===== config.mk =====
export PLATFORM = sky130hd
export DESIGN_NAME = pair_toggle_arbiter
export DESIGN_NICKNAME = d
export VERILOG_FILES = /design/src/rtl/pair_toggle_arbiter.sv
export SDC_FILE = /design/constraint.sdc
export NUM_CORES = 1
export LEC_CHECK = 0
export CORE_AREA = 2 2 39 41
export CTS_BUF_LIST = sky130_fd_sc_hd__clkbuf_8
export DETAILED_ROUTE_END_ITERATION = 16
export DIE_AREA = 0 0 41 43
export PLACE_DENSITY = 0.79
export RECOVER_POWER = 100
export SLEW_MARGIN = 20
export SYNTH_ARGS = -nofsm -noshare
export SYNTH_HDL_FRONTEND = slang
export SYNTH_SLANG_ARGS = --single-unit

===== constraint.sdc =====
create_clock -name clk -period 4.92 [get_ports clk]
set_clock_uncertainty 0.1 [all_clocks]
set_input_delay 1.23 -clock clk [delete_from_list [all_inputs] [get_ports clk]]
set_output_delay 1.23 -clock clk [all_outputs]
set_load 0.005 [all_outputs]

===== src/rtl/pair_toggle_arbiter.sv =====
// Two-requester round-robin arbiter owning a complementary toggle pair (x, y).
// Define PAIR_ARB_FORMAL_EN to compile in the standalone formal property set.
module pair_toggle_arbiter #(
  parameter int CNT_W     = 3,
  parameter int BURST_MAX = 4
) (
  input  logic             clk,
  input  logic             rst_n,
  input  logic [1:0]       req,
  input  logic [1:0]       step,
  output logic [1:0]       gnt,
  output logic             busy,
  output logic             x,
  output logic             y,
  output logic [CNT_W-1:0] burst_cnt,
  output logic             stray,
  output logic [1:0]       dbg_state
);

  typedef enum logic [1:0] {
    IDLE = 2'd0,
    OWN0 = 2'd1,
    OWN1 = 2'd2
  } state_t;

  // Handshake: req is a level held for as long as ownership is wanted; gnt
  // follows one edge later, and a step counts only when step[i] & gnt[i].
  state_t             state_q, state_d;
  logic [1:0]         gnt_q, gnt_d;
  logic               x_q, x_d;
  logic               y_q, y_d;
  logic [CNT_W-1:0]   cnt_q, cnt_d;
  logic               stray_q, stray_d;
  logic               last_q, last_d;

  logic               own;
  logic               stepped;
  logic [CNT_W-1:0]   cnt_inc;
  logic               exhaust;
  logic               release_own;

  always_comb begin
    state_d     = state_q;
    gnt_d       = gnt_q;
    x_d         = x_q;
    y_d         = y_q;
    cnt_d       = cnt_q;
    last_d      = last_q;
    stray_d     = |(step & ~gnt_q);
    own         = (state_q == OWN1);
    stepped     = 1'b0;
    cnt_inc     = cnt_q + CNT_W'(1);
    exhaust     = 1'b0;
    release_own = 1'b0;

    case (state_q)
      IDLE: begin
        if (req == 2'b01 || (req == 2'b11 && last_q)) begin
          state_d = OWN0;
          gnt_d   = 2'b01;
          cnt_d   = '0;
        end else if (req != 2'b00) begin
          state_d = OWN1;
          gnt_d   = 2'b10;
          cnt_d   = '0;
        end
      end
      OWN0, OWN1: begin
        stepped = step[own];
        if (stepped) begin
          x_d   = !y_q;
          y_d   = !x_q;
          cnt_d = cnt_inc;
        end
        exhaust     = stepped && (cnt_inc == CNT_W'(BURST_MAX));
        release_own = !req[own] || exhaust;
        // A step on the release cycle has already been applied above.
        if (release_own) begin
          last_d = own;
          if (req[~own]) begin
            state_d = own ? OWN0 : OWN1;
            gnt_d   = own ? 2'b01 : 2'b10;
            cnt_d   = '0;
          end else begin
            state_d = IDLE;
            gnt_d   = 2'b00;
          end
        end
      end
      default: begin
        state_d = IDLE;
        gnt_d   = 2'b00;
      end
    endcase
  end

  always_ff @(posedge clk or negedge rst_n) begin
    if (!rst_n) begin
      state_q <= IDLE;
      gnt_q   <= 2'b00;
      x_q     <= 1'b0;
      y_q     <= 1'b0;
      cnt_q   <= '0;
      stray_q <= 1'b0;
      last_q  <= 1'b1;
    end else begin
      state_q <= state_d;
      gnt_q   <= gnt_d;
      x_q     <= x_d;
      y_q     <= y_d;
      cnt_q   <= cnt_d;
      stray_q <= stray_d;
      last_q  <= last_d;
    end
  end

  assign gnt       = gnt_q;
  assign busy      = |gnt_q;
  assign x         = x_q;
  assign y         = y_q;
  assign burst_cnt = cnt_q;
  assign stray     = stray_q;
  assign dbg_state = state_q;

`ifdef PAIR_ARB_FORMAL_EN
  logic             f_past_valid = 1'b0;
  logic [CNT_W+1:0] f_wait0_q;
  logic [CNT_W+1:0] f_wait1_q;

  always @(posedge clk) f_past_valid <= 1'b1;

  always @(*) begin
    if (!f_past_valid) assume (!rst_n);
    // The fairness bound only holds while the current owner keeps stepping.
    if (gnt_q != 2'b00) assume ((step & gnt_q) != 2'b00);
    if (rst_n) begin
      assert (x_q == y_q);
      assert ($onehot0(gnt_q));
      assert (cnt_q <= CNT_W'(BURST_MAX));
      assert (busy == |gnt);
      assert (f_wait0_q <= (CNT_W+2)'(BURST_MAX + 1));
      assert (f_wait1_q <= (CNT_W+2)'(BURST_MAX + 1));
    end
  end

  always @(posedge clk or negedge rst_n) begin
    if (!rst_n) begin
      f_wait0_q <= '0;
      f_wait1_q <= '0;
    end else begin
      f_wait0_q <= (req[0] && !gnt_q[0]) ? f_wait0_q + 1'b1 : '0;
      f_wait1_q <= (req[1] && !gnt_q[1]) ? f_wait1_q + 1'b1 : '0;
    end
  end
`endif

endmodule


==> impl_metrics.yaml, run 1 <==
detailed_routing:
  drc: 0
  wl_per_cell_um: 12.9
  ant_nets: 0
  drt_pass1_iterations: 2
  vias_per_cell: 5.32
  num_vias: 479
  first_iter_violations: 1
  routed_wirelength_mm: 1.16
synthesis:
  ys_types: 27
  syn_inst: 56
  avgSynthCellArea_um2: 11.0
  synth_fp_nets: 68
  synth_area_leaders: "dfrtp_1 (32%), ha_1 (12%), mux2_2 (5.5%), dfstp_2 (4.3%), a32o_1 (3.2%)"
  syn_area_um2: 618
  ys_seq_elements: 9
  ys_warn_count: 0
  seq_area_frac_synth: 0.366
  synth_area_leader_cell: "dfrtp_1"
  synth_top_area_frac: 0.324
clocking:
  ctsResizeCount: 0
  cts_hold_buffers: 0
  clkTransAtPathRegs_ps: 40
  clkLatencyLatePin_ps: 230
  numCtsBuffers: 3
  clk_path_buf_depth: 2
  htreeDepth: 1
  cts_tree: "yes"
  cts_root_buffer: "clkbuf_8"
  cts.sink_count: 9
  cts_setup_buffers: 0
global_routing:
  overflow: 0
  grt_use_total: 0.161
  grt_max_degree: 10
  grt_pass1_vias: 464
  antenna_found_initial: 0
  grt_pass1_wl_mm: 1.91
worst_setup_path:
  r2r_cells: 6
  crit_path_top_delay_cell: "dlygate4sd3_1"
  r2r-end: "burst_cnt[0]"
  r2r_slack_ps: 2810
  cp.arrival_ps: 1610
  reg2reg_from: "gnt[0]"
  critPathRequiredTime_ps: 3590
  crit_type: "reg2out"
  cp_max_fo: 7
  critPathLaunchType: "register"
  critPathCaptureType: "primary output"
  cpPeakStageDelay_ps: 560
  path_cells: "inv_1 > ha_1 > inv_1 > dlygate4sd3_1"
  critPathMostFrequentCell: "inv_1"
pwr:
  ir_drop_uv: 278
  finalPower_uw: 442
  p_per_area_nw_per_um2: 544
  clockPowerShare: 0.185
  pwr-share-comb: 0.521
  switching_power_uw: 159
  pwr-share-seq: 0.294
  switching_share: 0.360
  internal_power_uw: 283
  p_leak_uw: 0.000386
timing:
  slew_headroom: 0.698
  slew_violations: 0
  finalSetupTns_ps: 0
  max_freq_mhz: 340
  period_share: 0.598
  setup_ws_ps: 1980
  whs_ps: 395
  tightestPinTransition_ps: 450
  hold_viol_final: 0
  setup_viol: 0
  rsz0062_at_grt: "false"
  min_period_ps: 2940
die:
  start_util: 0.447
  core_area_um2: 1380
  die-area_um2: 1760
  io_pins: 17
  die_h_um: 43
  row_count: 14
  die_w_um: 41
finish:
  area_growth_pct: 31.6
  num_antenna_cells: 0
  num-nets-final: 87
  most-common-layout-cells: "dlygate4sd3_1 (14), dfrtp_1 (8), ha_1 (6)"
  drive_above_1_share: 0.135
  final_util: 0.588
  final_common_cell: "dlygate4sd3_1"
worst_hold_path:
  hold_start: "y"
  holdPathEnd: "x"
  hold_path_class: "reg2reg"
  hold_depth: 1
run_status:
  status: "finished clean"
job:
  cap_viol_max_count: 0
placement:
  dp_hpwl_um: 924
  io_buffers: 16
  dp_worst_setup_slack_ps: 2050
  globalplace.congestion: 0.753
## metrics by stage
| stage | cell area, µm² | std cells |
|---|---|---|
| 2_1_floorplan | 618 | 56 |
| 3_3_place_gp | 783 | 86 |
| 3_5_place_dp | 783 | 86 |
| 4_1_cts | 828 | 90 |
| 5_1_grt | 813 | 90 |
| 6_report | 813 | 90 |
## cells in the mapped netlist
master	count
a311oi_2	1
mux2_2	3
a31oi_1	1
or2b_1	1
mux2_4	1
nor2_1	3
dfrtp_1	8
nand3_2	1
xnor2_1	2
nor3_2	1
xor2_1	1
nand2b_4	1
a22o_1	1
buf_4	2
ha_1	6
dfstp_2	1
nand4_1	1
a21oi_1	1
nor3b_2	1
nand2_1	5
a21o_1	1
inv_1	4
mux2i_1	2
a32o_1	2
a31o_1	1
nor4b_2	1
o21ai_0	3
## logic make-up after synthesis
family / count (synthesis) / share of synthesized area
AOI/OAI and AO/OA: 11 / 0.140
xor gates and xnor gates: 3 / 0.0425
adders and majority gates: 6 / 0.121
buffers and inverters: 6 / 0.0486
DFF: 9 / 0.366
muxes: 6 / 0.111
and+or+nand+nor: 15 / 0.170
## flip-flops by register name (all words and copies together) (netlist names)
signal and cells:
burst_cnt 3, stray 1, gnt 2, y 1, last_q 1, x 1
## critical path, delay by kind of cell (launching register included)
kind / cells / cell delay, ps
flops: 1 / 450
buf+inv: 3 / 720
fa+ha+maj: 1 / 220
## power groups by stage
stage	combinational [µW]	sequential (µW)	clock [µW]
final	231	130	81.7
after global routing	259	135	91.5
after CTS	259	132	85.0
after detailed placement	258	132	0
after global placement	251	132	0
after floorplan	162	130	0
## routing by layer
layer | global-route usage | wire, µm
met4 | 0.0800 | 14
met5 | 0 | 0
met2 | 0.244 | 541
met1 | 0.199 | 518
met3 | 0.0471 | 88
## how the worst max path moves through the flow
| stage | from | endpoint | slack (ps) | cells past startpoint |
|---|---|---|---|---|
| finish | gnt[1] | busy | 1980 | 4 |
| floorplan | req[0] | burst_cnt[0] | 2680 | 4 |
| global placement | req[0] | burst_cnt[1] | 2080 | 5 |
| CTS | gnt[1] | busy | 2010 | 4 |
| detailed placement | req[0] | burst_cnt[1] | 2050 | 5 |
| global route | gnt[0] | busy | 1880 | 4 |
## cell type report
| type | count | area [µm²] |
|---|---|---|
| clock buffer | 3 | 41.3 |
| clock inverter | 1 | 3.75 |
| fill | 137 | 571 |
| inverter | 4 | 15.0 |
| multi-input combinational | 41 | 347 |
| sequential | 9 | 226 |
| tap | 16 | 20.0 |
| timing repair buffer | 16 | 160 |
Note: power is estimated with default switching activity, not from simulation.
==> run 2: changes to the inputs <==
Settings changed: CORE_AREA 2 2 39 41 to not set, CORE_UTILIZATION set to 43, DIE_AREA 0 0 41 43 to not set, PLACE_DENSITY 0.79 to 0.77.
Clock period 4.92 ns to 2.4 ns, I/O delays scaled along.
==> impl_metrics.yaml, run 2 (synthesis results as in run 1) <==
timing:
  min_period_ps: 2250
  finalSetupTns_ps: 0
  tightestPinTransition_ps: 423
  slew_headroom: 0.717
  setup_ws_ps: 148
  setup_viol: 0
  period_share: 0.938
  slew_violations: 0
  max_freq_mhz: 444
  hold_viol_final: 0
  rsz0062_at_grt: "false"
detailed_routing:
  routed_wirelength_mm: 1.24
  wl_per_cell_um: 13.9
  vias_per_cell: 5.25
  num_vias: 467
  drc: 0
  ant_nets: 0
  first_iter_violations: 6
  drt_pass1_iterations: 4
global_routing:
  grt_max_degree: 10
  antenna_found_initial: 0
  overflow: 0
  grt_pass1_vias: 459
  grt_pass1_wl_mm: 2.00
  grt_use_total: 0.201
worst_setup_path:
  cpPeakStageDelay_ps: 480
  crit_path_top_delay_cell: "clkdlybuf4s50_1"
  crit_type: "reg2out"
  critPathMostFrequentCell: "inv_1"
  critPathCaptureType: "primary output"
  r2r_slack_ps: 310
  cp_max_fo: 7
  cp.arrival_ps: 1550
  critPathRequiredTime_ps: 1700
  path_cells: "inv_1 > ha_1 > inv_1 > clkdlybuf4s50_1"
  critPathLaunchType: "register"
placement:
  dp_hpwl_um: 948
  io_buffers: 16
  dp_worst_setup_slack_ps: 204
  globalplace.congestion: 0.767
  placed_cells: 85
die:
  row_count: 13
  core_area_um2: 1320
  die_w_um: 39.9
  start_util: 0.469
  die-area_um2: 1590
  die_h_um: 39.9
  io_pins: 17
worst_hold_path:
  hold_path_class: "reg2reg"
clocking:
  cts_tree: "yes"
  clkLatencyLatePin_ps: 230
  clk_path_buf_depth: 2
  cts_root_buffer: "clkbuf_8"
  clkTransAtPathRegs_ps: 50
  cts_hold_buffers: 0
  ctsResizeCount: 0
  htreeDepth: 1
  numCtsBuffers: 3
  cts_setup_buffers: 0
  cts.sink_count: 9
finish:
  area_growth_pct: 31.4
  instances_no_fill: 89
  largest_reg_flops: 3
  final_common_cell: "dlygate4sd3_1"
  drive_above_1_share: 0.135
  num_antenna_cells: 0
  num-nets-final: 87
  most-common-layout-cells: "dlygate4sd3_1 (13), dfrtp_1 (8), ha_1 (6)"
pwr:
  p_leak_uw: 0.000386
  ir_drop_uv: 641
  p_per_area_nw_per_um2: 1140
run_status:
  status: "finished clean"
job:
  cap_viol_max_count: 0
==> run 2: cell count changes in the layout (fill, tap and decap cells not counted), sizes merged <==
cell and change:
clkdlybuf4s50 +1, dlygate4sd3 -1
==> run 2: metrics by stage <==
stage / total power [µW] / hold WS [ps] / cell area (µm²) / utilization
after global routing: 995 / 419 / 812 / 0.616
after global placement: 786 / 388 / 782 / 0.594
after CTS: 977 / 399 / 827 / 0.628
final: 922 / 387 / 812 / 0.616
after floorplan: 598 / 204 / 618 / -
after detailed placement: 796 / 374 / 782 / 0.594
==> run 2: area by class of cell <==
type | instances | area, µm²
clock buffer | 3 | 41.3
sequential | 9 | 226
timing repair buffer | 16 | 160
clock inverter | 1 | 3.75
inverter | 4 | 15.0
multi-input combinational | 41 | 347
fill | 105 | 505
tap | 15 | 18.8
==> run 2: path summary, 6_finish.rpt <==
| kind | from | cells past startpoint | to |
|---|---|---|---|
| max in group asynchronous | rst_n | 1 | last_q |
| min in group asynchronous | rst_n | 1 | gnt[0] |
| setup reg to reg | gnt[0] | 6 | burst_cnt[2] |
| setup / recovery | gnt[1] | 4 | busy |
| hold reg to reg | x | 1 | y |
| hold / removal | x | 1 | y |
==> run 2: critical path, delay by kind of cell (launching register included) <==
kind                     cells  cell delay [ps]
buffers and inverters        3              630
flip-flops                   1              450
adder cells (fa/ha/maj)      1              230
==> run 2: where the power goes <==
group          switching (µW)  total (µW)  internal, µW
clock                    63.6         175           112
combinational             219         481           261
sequential               53.2         266           213
==> run 2: metal layers <==
layer / part of all wire / global-route usage / vias to the layer above
met2: 0.44 / 0.294 / 8
met5: 0 / 0 / -
met1: 0.50 / 0.252 / 223
li1: - / - / 234
met3: 0.040 / 0.0852 / 2
met4: 0.018 / 0.0948 / 0
